<file path="src/rtl/l2_refill_arbiter.sv">
// Shares one L2 refill port between the icache and dcache miss paths, arbitrating
// round-robin and assembling full cache lines from narrower L2 beats.
module l2_refill_arbiter #(
  parameter int ADDRESS_BITS  = 32,
  parameter int BLOCK_WIDTH   = 256,
  parameter int MEM_BUS_WIDTH = 64
) (
  input  logic                     clk,
  input  logic                     rst_n,

  input  logic                     ic_valid_i,
  input  logic [ADDRESS_BITS-1:0]  ic_address_i,
  output logic                     ic_ready_o,
  output logic [BLOCK_WIDTH-1:0]   ic_data_o,

  input  logic                     dc_valid_i,
  input  logic [ADDRESS_BITS-1:0]  dc_address_i,
  output logic                     dc_ready_o,
  output logic [BLOCK_WIDTH-1:0]   dc_data_o,

  output logic                     mem_req_o,
  output logic [ADDRESS_BITS-1:0]  mem_address_o,
  input  logic                     mem_grant_i,
  input  logic                     mem_beat_valid_i,
  input  logic [MEM_BUS_WIDTH-1:0] mem_beat_i,

  output logic                     busy_o
);

  localparam int BEATS  = BLOCK_WIDTH / MEM_BUS_WIDTH;
  localparam int CNT_W  = (BEATS > 1) ? $clog2(BEATS) : 1;
  localparam int OFFSET = $clog2(BLOCK_WIDTH / 8);
  localparam logic [CNT_W-1:0] LAST_BEAT = CNT_W'(BEATS - 1);
  localparam logic [ADDRESS_BITS-1:0] LINE_MASK =
    {{(ADDRESS_BITS - OFFSET){1'b1}}, {OFFSET{1'b0}}};

  typedef enum logic [1:0] {
    S_IDLE,
    S_REQ,
    S_BEATS,
    S_DONE
  } state_t;

  state_t                  state;
  logic                    owner;
  logic                    prio;
  logic [CNT_W-1:0]        cnt;

  logic                    ic_pend;
  logic                    dc_pend;
  logic [ADDRESS_BITS-1:0] ic_addr_q;
  logic [ADDRESS_BITS-1:0] dc_addr_q;

  logic [MEM_BUS_WIDTH-1:0] ic_line [BEATS];
  logic [MEM_BUS_WIDTH-1:0] dc_line [BEATS];

  logic                    ic_cand;
  logic                    dc_cand;
  logic                    ic_win;
  logic                    dc_win;
  logic                    grant;
  logic                    ic_owns;
  logic                    dc_owns;
  logic                    beat_accept;
  logic [ADDRESS_BITS-1:0] raw_addr;
  logic [ADDRESS_BITS-1:0] grant_addr;

  // A live valid competes in IDLE without having been latched first.
  assign ic_cand = ic_pend | ic_valid_i;
  assign dc_cand = dc_pend | dc_valid_i;
  assign ic_win  = ic_cand & (~dc_cand | ~prio);
  assign dc_win  = dc_cand & (~ic_cand | prio);
  assign grant   = (state == S_IDLE) && (ic_cand || dc_cand);

  assign ic_owns = ((state == S_REQ) || (state == S_BEATS)) && !owner;
  assign dc_owns = ((state == S_REQ) || (state == S_BEATS)) && owner;

  assign beat_accept = (state == S_BEATS) && mem_beat_valid_i;

  assign raw_addr   = dc_win ? (dc_pend ? dc_addr_q : dc_address_i)
                             : (ic_pend ? ic_addr_q : ic_address_i);
  assign grant_addr = raw_addr & LINE_MASK;

  // Refill sequencer; every port-facing control output is registered here.
  always_ff @(posedge clk or negedge rst_n) begin
    if (!rst_n) begin
      state         <= S_IDLE;
      owner         <= 1'b0;
      prio          <= 1'b0;
      cnt           <= '0;
      mem_req_o     <= 1'b0;
      mem_address_o <= '0;
      busy_o        <= 1'b0;
      ic_ready_o    <= 1'b0;
      dc_ready_o    <= 1'b0;
    end else begin
      ic_ready_o <= 1'b0;
      dc_ready_o <= 1'b0;
      case (state)
        S_IDLE: begin
          if (grant) begin
            owner         <= dc_win;
            mem_address_o <= grant_addr;
            mem_req_o     <= 1'b1;
            busy_o        <= 1'b1;
            state         <= S_REQ;
          end
        end
        S_REQ: begin
          if (mem_grant_i) begin
            mem_req_o <= 1'b0;
            state     <= S_BEATS;
          end
        end
        S_BEATS: begin
          if (mem_beat_valid_i) begin
            if (cnt == LAST_BEAT) begin
              cnt        <= '0;
              state      <= S_DONE;
              ic_ready_o <= ~owner;
              dc_ready_o <= owner;
            end else begin
              cnt <= cnt + CNT_W'(1);
            end
          end
        end
        S_DONE: begin
          prio   <= ~owner;
          busy_o <= 1'b0;
          state  <= S_IDLE;
        end
        default: begin
          state <= S_IDLE;
        end
      endcase
    end
  end

  // Pending capture; the owner may re-request during DONE, but not while in flight.
  always_ff @(posedge clk or negedge rst_n) begin
    if (!rst_n) begin
      ic_pend   <= 1'b0;
      dc_pend   <= 1'b0;
      ic_addr_q <= '0;
      dc_addr_q <= '0;
    end else begin
      if (grant && ic_win) begin
        ic_pend <= 1'b0;
      end else if (ic_valid_i && !ic_pend && !ic_owns) begin
        ic_pend   <= 1'b1;
        ic_addr_q <= ic_address_i;
      end

      if (grant && dc_win) begin
        dc_pend <= 1'b0;
      end else if (dc_valid_i && !dc_pend && !dc_owns) begin
        dc_pend   <= 1'b1;
        dc_addr_q <= dc_address_i;
      end
    end
  end

  // Beats land only in the owner's buffer, so the other cache's line stays intact.
  always_ff @(posedge clk or negedge rst_n) begin
    if (!rst_n) begin
      for (int i = 0; i < BEATS; i++) begin
        ic_line[i] <= '0;
        dc_line[i] <= '0;
      end
    end else if (beat_accept) begin
      if (owner) begin
        dc_line[cnt] <= mem_beat_i;
      end else begin
        ic_line[cnt] <= mem_beat_i;
      end
    end
  end

  for (genvar g = 0; g < BEATS; g++) begin : g_pack
    assign ic_data_o[g*MEM_BUS_WIDTH +: MEM_BUS_WIDTH] = ic_line[g];
    assign dc_data_o[g*MEM_BUS_WIDTH +: MEM_BUS_WIDTH] = dc_line[g];
  end

endmodule

</file>
<file path="config.mk">
export PLATFORM = sky130hd
export DESIGN_NAME = l2_refill_arbiter
export DESIGN_NICKNAME = d
export VERILOG_FILES = /design/src/rtl/l2_refill_arbiter.sv
export SDC_FILE = /design/constraint.sdc
export NUM_CORES = 1
export LEC_CHECK = 0
export BUFFER_PORTS_ARGS = -buffer_cell sky130_fd_sc_hd__buf_2
export CELL_PAD_IN_SITES_DETAIL_PLACEMENT = 0
export CELL_PAD_IN_SITES_GLOBAL_PLACEMENT = 1
export CORE_AREA = 2 2 268 270
export DETAILED_ROUTE_END_ITERATION = 8
export DIE_AREA = 0 0 270 272
export PLACE_DENSITY = 0.66
export SYNTH_ARGS = -nofsm -noshare
export SYNTH_HDL_FRONTEND = slang
export SYNTH_SLANG_ARGS = --single-unit
export TNS_END_PERCENT = 20
</file>
<file path="constraint.sdc">
create_clock -name clk -period 4.4 [get_ports clk]
set_input_delay 0.88 -clock clk [delete_from_list [all_inputs] [get_ports clk]]
set_output_delay 0.88 -clock clk [all_outputs]
set_load 0.1 [all_outputs]
</file>
==> run_results.csv, run 1 <==
group,metric,value,unit
status,status,"finished clean",
sta,finalHoldViolations,0,
detailed_routing,drt-pass1-iter-count,4,
synth,ys_top_cells_by_area,"dfrtp_1 64%, mux2_2 27%, a211oi_1 1.7%, nor2b_1 1.5%, buf_2 1.4%",
clock_network,cts-htree-levels,3,
job,maxCapViolCount,0,
final_layout,layout-drive-gt1-share,0.6252,
critical_path,end_kind,"flop",
sta,rsz0062_at_grt,"no",
sta,fmax,333.0,MHz
clock_network,postCtsSetupBuffers,0,
clock_network,clkTransAtPathRegs,0.06,ns
detailed_routing,ant_nets,0,
synth,async_flop_share,1.000,
synth,post-synth-top-area-cell,"dfrtp_1",
synth,synth_top_area_frac,0.6442,
clock_network,clock-sinks,605,
min_path,hold_class,"input pin to async pin",
synth,ys.flop_type,"dfrtp_1",
die,core_area,0.07075,mm2
synth,synth_cell_types,38,
sta,relSlewSlack,0.2565,
detailed_routing,wl_per_cell,22.02,um
synth,synth_enable_flop_cells,0,
global_routing,grt_pass1_vias,16050,
clock_network,insertion_delay,0.61,ns
die,initial_core_util,0.3322,
sta,tightestPinTransition,1.115,ns
critical_path,worstPathMaxFanout,58,
synth,yosys_warnings,0,
final_layout,fin_nets,2317,
critical_path,worstPathRequired,4.88,ns
clock_network,cts_made_buffers,70,
clock_network,cts-root-buf,"clkbuf_16",
die,die_w,270,um
synth,yosysSeqAreaShare,0.6442,
synth,ys_top_cells_by_count,"605 x dfrtp_1, 564 x mux2_2, 64 x buf_2",
synth,synth_cells,1482,
global_routing,grtUsageTotal,0.1878,
synth,synth_area_per_cell,15.86,um2
die,die_h,272,um
synth,yosysMostFrequentCell,"dfrtp_1",
detailed_routing,drc,0,
global_routing,grt_first_pass_wirelength,104700,um
sta,timing.final.crit_share,0.6824,
detailed_routing,drt-total-wl,70060,um
global_routing,antenna_found_initial,3,
sta,finalMaxSlewViolations,0,
die,die-area,0.07344,mm2
synth,ys_ff_latch,605,
critical_path,startpoint_type,"flop",
critical_path,arrival,3.49,ns
placement,port_buffers,666,
sta,final-setup-viol-count,0,
clock_network,cts_tree,"built",
detailed_routing,vias,15240,
die,io_pins,682,
global_routing,grt-ovfl-total,0,
placement,gp_congestion,0.7607,
critical_path,worstSetupPathType,"flop to flop",
sta,min_period,3.003,ns
clock_network,ctsResizeCount,0,
global_routing,grt_max_degree,97,
clock_network,cts_buffer_depth,3,
final_layout,synthToLayoutAreaGrowth,29.04,%
die,rows,98,
synth,syn_area,0.02350,mm2
detailed_routing,vias_per_cell,4.790,
sta,skew,0.02293,ns
placement,dp_hpwl,47180,um
critical_path,rrSetupSlack,1.40,ns
clock_network,ctsHoldBuffers,0,
detailed_routing,drt_iter0_drc,517,
sta,setup_tns,0,ns
-- routing by layer --
metal	part of all wire	up-vias	global-route usage
met1	0.41	7879	0.2224
met5	0	-	0
met3	0.062	127	0.05281
met4	0.037	0	0.07091
met2	0.50	509	0.3245
li1	-	6723	-
-- cell usage in the layout, fill, tap and decap left out, types with 4 or more instances in the layout --
cell type / n
mux2_2: 564
buf_4: 26
clkinv_2: 23
buf_12: 8
o31ai_1: 27
ha_1: 10
clkbuf_16: 71
nor2b_1: 55
conb_1: 5
buf_2: 665
inv_1: 11
nand2_1: 31
a211oi_1: 54
nand4_1: 4
a21oi_1: 4
dfrtp_1: 603
clkbuf_1: 8
clkbuf_8: 13
-- flip-flops by register name, summed over array words and instances, names as in the netlist, 2 cells and up --
signal and flops:
ic_data_o 256, cnt 2, dc_addr_q 27, state 2
ic_addr_q 27, mem_address_o 27, dc_data_o 256
-- layout make-up --
cell class,instances,area (um2)
Timing Repair Buffer,700,3699
Multi-Input combinational cell,785,7921
Clock inverter,35,341.6
Inverter,11,41.29
Fill cell,6576,40420
Clock buffer,92,1986
Tap cell,950,1189
Sequential cell,605,15140
Antenna cell,3,7.507
-- path summary, 6_finish.rpt --
kind / start / endpoint / cells after the start
max in group asynchronous: rst_n / ic_data_o[212]$_DFFE_PN0P_ / 3
worst min register to register: mem_address_o[26]$_DFFE_PN0P_ / mem_address_o[26]$_DFFE_PN0P_ / 2
worst max-delay path: ic_pend$_DFFE_PN0P_ / dc_addr_q[11]$_DFFE_PN0P_ / 5
worst max register to register: ic_pend$_DFFE_PN0P_ / dc_addr_q[11]$_DFFE_PN0P_ / 5
min in group clk: mem_address_o[26]$_DFFE_PN0P_ / mem_address_o[26]$_DFFE_PN0P_ / 2
worst min-delay path: rst_n / ic_data_o[106]$_DFFE_PN0P_ / 1
-- critical path, cell delays in order, from the launching register on --
cell	delay, ns
dfrtp_2	1.08
nor2_1	0.23
o22a_4	0.44
a211oi_4	0.28
buf_4	0.42
mux2_2	0.38
-- cells by family (layout without fill, tap and decap cells) --
kind of cell / Yosys count / count (layout) / share of synthesized area
AO/OA/AOI/OAI: 97 / 97 / 0.03221
adder cells (fa/ha/maj): 10 / 10 / 0.005324
buffers and inverters: 96 / 838 / 0.02082
flip-flops: 605 / 605 / 0.6442
multiplexers: 570 / 570 / 0.2729
other: 1 / 8 / 0.0001596
AND/OR/NAND/NOR: 103 / 103 / 0.02438
-- per-stage QoR --
stage	worst slack, ns	cells	utilization	instance area (um2)	hold WS (ns)
after detailed placement	1.270	3051	0.3956	27990	0.4610
after CTS	1.365	3178	0.4285	30320	0.3299
after global routing	1.175	3179	0.4286	30320	0.3588
final	1.397	3181	0.4286	30330	0.3063
after floorplan	2.195	1486	-	23520	0.4589
after global placement	1.328	3051	0.3956	27990	0.4590
Power of run 1 is not shown: default switching activity piles up to over one toggle a cycle in this logic, so the estimate is an artifact.
==> inputs of run 2 (changes only) <==
--- a/config.mk
+++ b/config.mk
@@ -8,10 +8,10 @@
 export BUFFER_PORTS_ARGS = -buffer_cell sky130_fd_sc_hd__buf_2
 export CELL_PAD_IN_SITES_DETAIL_PLACEMENT = 0
 export CELL_PAD_IN_SITES_GLOBAL_PLACEMENT = 1
-export CORE_AREA = 2 2 268 270
+export CORE_AREA = 2 2 267 269
 export DETAILED_ROUTE_END_ITERATION = 8
-export DIE_AREA = 0 0 270 272
-export PLACE_DENSITY = 0.66
+export DIE_AREA = 0 0 269 271
+export PLACE_DENSITY = 0.69
 export SYNTH_ARGS = -nofsm -noshare
 export SYNTH_HDL_FRONTEND = slang
 export SYNTH_SLANG_ARGS = --single-unit
==> constraint.sdc (replaced) <==
create_clock -name clk -period 2.75 [get_ports clk]
set_input_delay 0.55 -clock clk [delete_from_list [all_inputs] [get_ports clk]]
set_output_delay 0.55 -clock clk [all_outputs]
set_load 0.1 [all_outputs]
==> run_results.csv, run 2 (same netlist as run 1, synthesis figures left out) <==
group,metric,value,unit
status,status,"finished clean",
clock_network,cts_buffer_depth,3,
critical_path,end_kind,"flop",
clock_network,cts-htree-levels,3,
placement,dp_hpwl,47390,um
die,initial_core_util,0.3368,
sta,finalMaxSlewViolations,0,
die,rows,97,
clock_network,clkTransAtPathRegs,0.06,ns
final_layout,synthToLayoutAreaGrowth,29.72,%
detailed_routing,wl_per_cell,21.74,um
die,die-area,0.07290,mm2
detailed_routing,drt-total-wl,69280,um
critical_path,startpoint_type,"flop",
detailed_routing,vias,15210,
job,maxCapViolCount,0,
global_routing,grtUsageTotal,0.1859,
global_routing,antenna_found_initial,8,
die,io_pins,682,
detailed_routing,drc,0,
die,core_area,0.06979,mm2
final_layout,fin_nets,2332,
critical_path,arrival,2.71,ns
sta,skew,0.02554,ns
sta,tightestPinTransition,0.7052,ns
die,die_w,269,um
placement,port_buffers,666,
global_routing,grt_pass1_vias,15840,
clock_network,cts_tree,"built",
clock_network,cts-root-buf,"clkbuf_16",
sta,fmax,445.5,MHz
clock_network,ctsResizeCount,0,
critical_path,worstPathMaxFanout,21,
detailed_routing,drt-pass1-iter-count,4,
detailed_routing,vias_per_cell,4.773,
sta,final-setup-viol-count,0,
sta,setup_tns,0,ns
final_layout,final_common_cell,"buf_2",
sta,min_period,2.245,ns
critical_path,worstSetupPathType,"flop to flop",
final_layout,mostFrequentLayoutCells,"665 x buf_2, 603 x dfrtp_1, 564 x mux2_2",
global_routing,grt_max_degree,64,
global_routing,grt-ovfl-total,0,
clock_network,cts_made_buffers,67,
sta,rsz0062_at_grt,"no",
sta,timing.final.crit_share,0.8162,
clock_network,clock-sinks,605,
critical_path,worstPathRequired,3.22,ns
placement,gp_congestion,0.7766,
die,die_h,271,um
final_layout,layout-drive-gt1-share,0.6237,
clock_network,insertion_delay,0.60,ns
sta,finalHoldViolations,0,
sta,relSlewSlack,0.5298,
critical_path,rrSetupSlack,0.51,ns
detailed_routing,ant_nets,0,
detailed_routing,drt_iter0_drc,572,
min_path,hold_class,"input pin to flop",
global_routing,grt_first_pass_wirelength,102300,um
run 2: final timing paths:
| kind | startpoint | to | depth (start not counted) |
|---|---|---|---|
| hold reg to reg | mem_address_o[13]$_DFFE_PN0P_ | mem_address_o[13]$_DFFE_PN0P_ | 2 |
| setup / recovery | state[0]$_DFFE_PN0P_ | dc_data_o[83]$_DFFE_PN0P_ | 5 |
| min in group asynchronous | rst_n | dc_data_o[158]$_DFFE_PN0P_ | 2 |
| setup reg to reg | state[0]$_DFFE_PN0P_ | dc_data_o[83]$_DFFE_PN0P_ | 5 |
| max in group asynchronous | rst_n | dc_data_o[75]$_DFFE_PN0P_ | 4 |
| hold / removal | ic_address_i[29] | ic_addr_q[29]$_DFFE_PN0P_ | 2 |
run 2: critical path, stage by stage (launching register included):
cell	delay, ns
dfrtp_1	0.40
inv_1	0.16
ha_1	0.50
nand4_1	0.34
buf_4	0.37
mux2_2	0.32
run 2: layout make-up:
cell class	count	area (um2)
Inverter	11	41.29
Tap cell	940	1176
Timing Repair Buffer	718	3949
Fill cell	6457	39300
Multi-Input combinational cell	785	7914
Sequential cell	605	15140
Clock inverter	20	245.2
Clock buffer	101	2006
Antenna cell	6	15.01
run 2: timing repair:
action,4_1_cts,5_1_grt
buffers inserted,0,0
hold endpoints to repair,19,0
hold buffers,1,0
run 2: layer usage:
layer	part of all wire	up-vias	wire (um)	GRT usage
met5	0.00019	-	13	0
met1	0.40	7854	27490	0.2181
met4	0.029	2	2037	0.06637
met3	0.075	113	5200	0.05452
met2	0.50	505	34530	0.3211
li1	-	6732	-	-
run 2: metrics by stage:
step,instances,util,hold slack (ns),instance area [um2],setup slack [ns]
6_report,3186,0.4369,0.1874,30490,0.5054
2_1_floorplan,1486,-,0.2544,23520,0.6796
5_1_grt,3186,0.4369,0.1505,30490,0.3410
3_3_place_gp,3058,0.4043,0.4590,28210,0.5303
4_1_cts,3180,0.4367,0.1342,30470,0.4401
3_5_place_dp,3058,0.4043,0.4653,28210,0.4691
Power of run 2 is left out for the same reason.
==> inputs of run 3 (changes only) <==
--- a/config.mk
+++ b/config.mk
@@ -8,10 +8,10 @@
 export BUFFER_PORTS_ARGS = -buffer_cell sky130_fd_sc_hd__buf_2
 export CELL_PAD_IN_SITES_DETAIL_PLACEMENT = 0
 export CELL_PAD_IN_SITES_GLOBAL_PLACEMENT = 1
-export CORE_AREA = 2 2 267 269
+export CORE_AREA = 2 2 268 270
 export DETAILED_ROUTE_END_ITERATION = 8
-export DIE_AREA = 0 0 269 271
-export PLACE_DENSITY = 0.69
+export DIE_AREA = 0 0 270 272
+export PLACE_DENSITY = 0.66
 export SYNTH_ARGS = -nofsm -noshare
 export SYNTH_HDL_FRONTEND = slang
 export SYNTH_SLANG_ARGS = --single-unit
==> constraint.sdc (replaced) <==
create_clock -name clk -period 2.2 [get_ports clk]
set_input_delay 0.44 -clock clk [delete_from_list [all_inputs] [get_ports clk]]
set_output_delay 0.44 -clock clk [all_outputs]
set_load 0.1 [all_outputs]
==> run_results.csv, run 3 (same netlist as run 1, synthesis figures left out) <==
group,metric,value,unit
global_routing,grt-ovfl-total,0,
global_routing,grtUsageTotal,0.1891,
sta,finalHoldViolations,0,
critical_path,timing.rr.end,"dc_data_o[21]$_DFFE_PN0P_",
sta,setup_tns,0,ns
critical_path,crit_chain,"inv_1 > buf_4 > ha_1 > nand4_1 > buf_12 > mux2_2",
placement,port_buffers,666,
critical_path,startpoint,"state[0]$_DFFE_PN0P_",
final_layout,synthToLayoutAreaGrowth,30.44,%
sta,fmax,486.9,MHz
critical_path,worstPathRequired,2.67,ns
global_routing,grt_pass1_vias,16310,
min_path,hold-path-endpoint,"dc_addr_q[29]$_DFFE_PN0P_",
clock_network,cts_buffer_depth,3,
detailed_routing,ant_nets,0,
critical_path,end_kind,"flop",
die,die-area,0.07344,mm2
critical_path,arrival,2.52,ns
sta,timing.final.crit_share,0.9335,
detailed_routing,drt-total-wl,70350,um
clock_network,insertion_delay,0.60,ns
critical_path,slowest_stage,"dfrtp_1",
critical_path,rrSetupSlack,0.15,ns
placement,gp_congestion,0.7694,
min_path,whs_path_depth,2,
sta,skew,0.01647,ns
status,status,"finished clean",
detailed_routing,drt_iter0_drc,504,
global_routing,grt_first_pass_wirelength,105800,um
critical_path,path_buf_inv,3,
final_layout,final_common_cell,"buf_2",
sta,min_period,2.054,ns
clock_network,clkTransAtPathRegs,0.06,ns
global_routing,grt_max_degree,67,
sta,final-setup-viol-count,0,
clock_network,cts-htree-levels,3,
die,initial_core_util,0.3322,
critical_path,r2r-start,"state[0]$_DFFE_PN0P_",
clock_network,clock-sinks,605,
clock_network,cts_tree,"built",
clock_network,cts_made_buffers,68,
detailed_routing,vias_per_cell,4.760,
critical_path,startpoint_type,"flop",
critical_path,crit_path_max_incr_delay,0.39,ns
die,core_area,0.07075,mm2
critical_path,worstRegToRegCells,6,
global_routing,antenna_found_initial,6,
critical_path,worstSetupPathType,"flop to flop",
sta,rsz0062_at_grt,"no",
critical_path,worstPathMaxFanout,42,
placement,dp_hpwl,48460,um
job,maxCapViolCount,0,
sta,tightestPinTransition,0.6245,ns
detailed_routing,drc,0,
die,rows,98,
min_path,hold_path.startpoint,"dc_address_i[29]",
clock_network,cts-root-buf,"clkbuf_16",
die,io_pins,682,
sta,finalMaxSlewViolations,0,
detailed_routing,drt-pass1-iter-count,4,
min_path,hold_class,"input pin to flop",
critical_path,critPathTopFamily,"buffers and inverters",
final_layout,layout-drive-gt1-share,0.6241,
detailed_routing,wl_per_cell,21.97,um
final_layout,mostFrequentLayoutCells,"665 x buf_2, 603 x dfrtp_1, 564 x mux2_2",
die,die_w,270,um
sta,relSlewSlack,0.5828,
die,die_h,272,um
detailed_routing,vias,15240,
final_layout,fin_nets,2345,
run 3: routing by layer:
| metal | vias to the layer above | GRT usage | share of wire |
|---|---|---|---|
| li1 | 6763 | - | - |
| met1 | 7822 | 0.2265 | 0.40 |
| met2 | 517 | 0.3203 | 0.49 |
| met3 | 137 | 0.05519 | 0.067 |
| met4 | 4 | 0.07588 | 0.039 |
| met5 | - | 0 | 0.00038 |
run 3: repair_timing:
action | 4_1_cts | 5_1_grt
resized for setup | 0 | 1
endpoints found under the hold margin | 23 | 0
endpoints found under the setup margin | 0 | 27
hold buffers | 1 | 0
buffers inserted | 0 | 1
run 3: worst max-delay path by stage:
stage                                end  slack [ns]  depth (start not counted)
6_report       dc_data_o[21]$_DFFE_PN0P_        0.15                          6
4_1_cts         ic_addr_q[6]$_DFFE_PN0P_        0.11                          7
3_3_place_gp   ic_addr_q[15]$_DFFE_PN0P_        0.15                          7
3_5_place_dp    ic_addr_q[6]$_DFFE_PN0P_        0.12                          7
2_1_floorplan  ic_addr_q[10]$_DFFE_PN0P_        0.13                          7
5_1_grt        ic_addr_q[31]$_DFFE_PN0P_        0.04                          8
run 3: cell type report:
type | count | area [um2]
diodes | 4 | 10.01
clock buffers | 97 | 1931
clock inverters | 20 | 232.7
fillers | 6603 | 40090
inverters | 11 | 41.29
multi-input cells | 785 | 7914
flip-flops and latches | 605 | 15140
well taps | 950 | 1189
repair buffers | 730 | 4198
run 3: metrics by stage:
stage	utilization	cells	hold WS, ns	worst slack (ns)	area (um2)
after floorplan	-	1486	0.1444	0.1296	23520
after global placement	0.4017	3077	0.4008	0.1540	28420
after detailed placement	0.4017	3077	0.3986	0.1227	28420
after CTS	0.4324	3195	0.03264	0.1118	30590
after global routing	0.4332	3200	0.05100	0.03558	30650
final	0.4333	3202	0.07907	0.1464	30660
Power of run 3 is left out for the same reason.
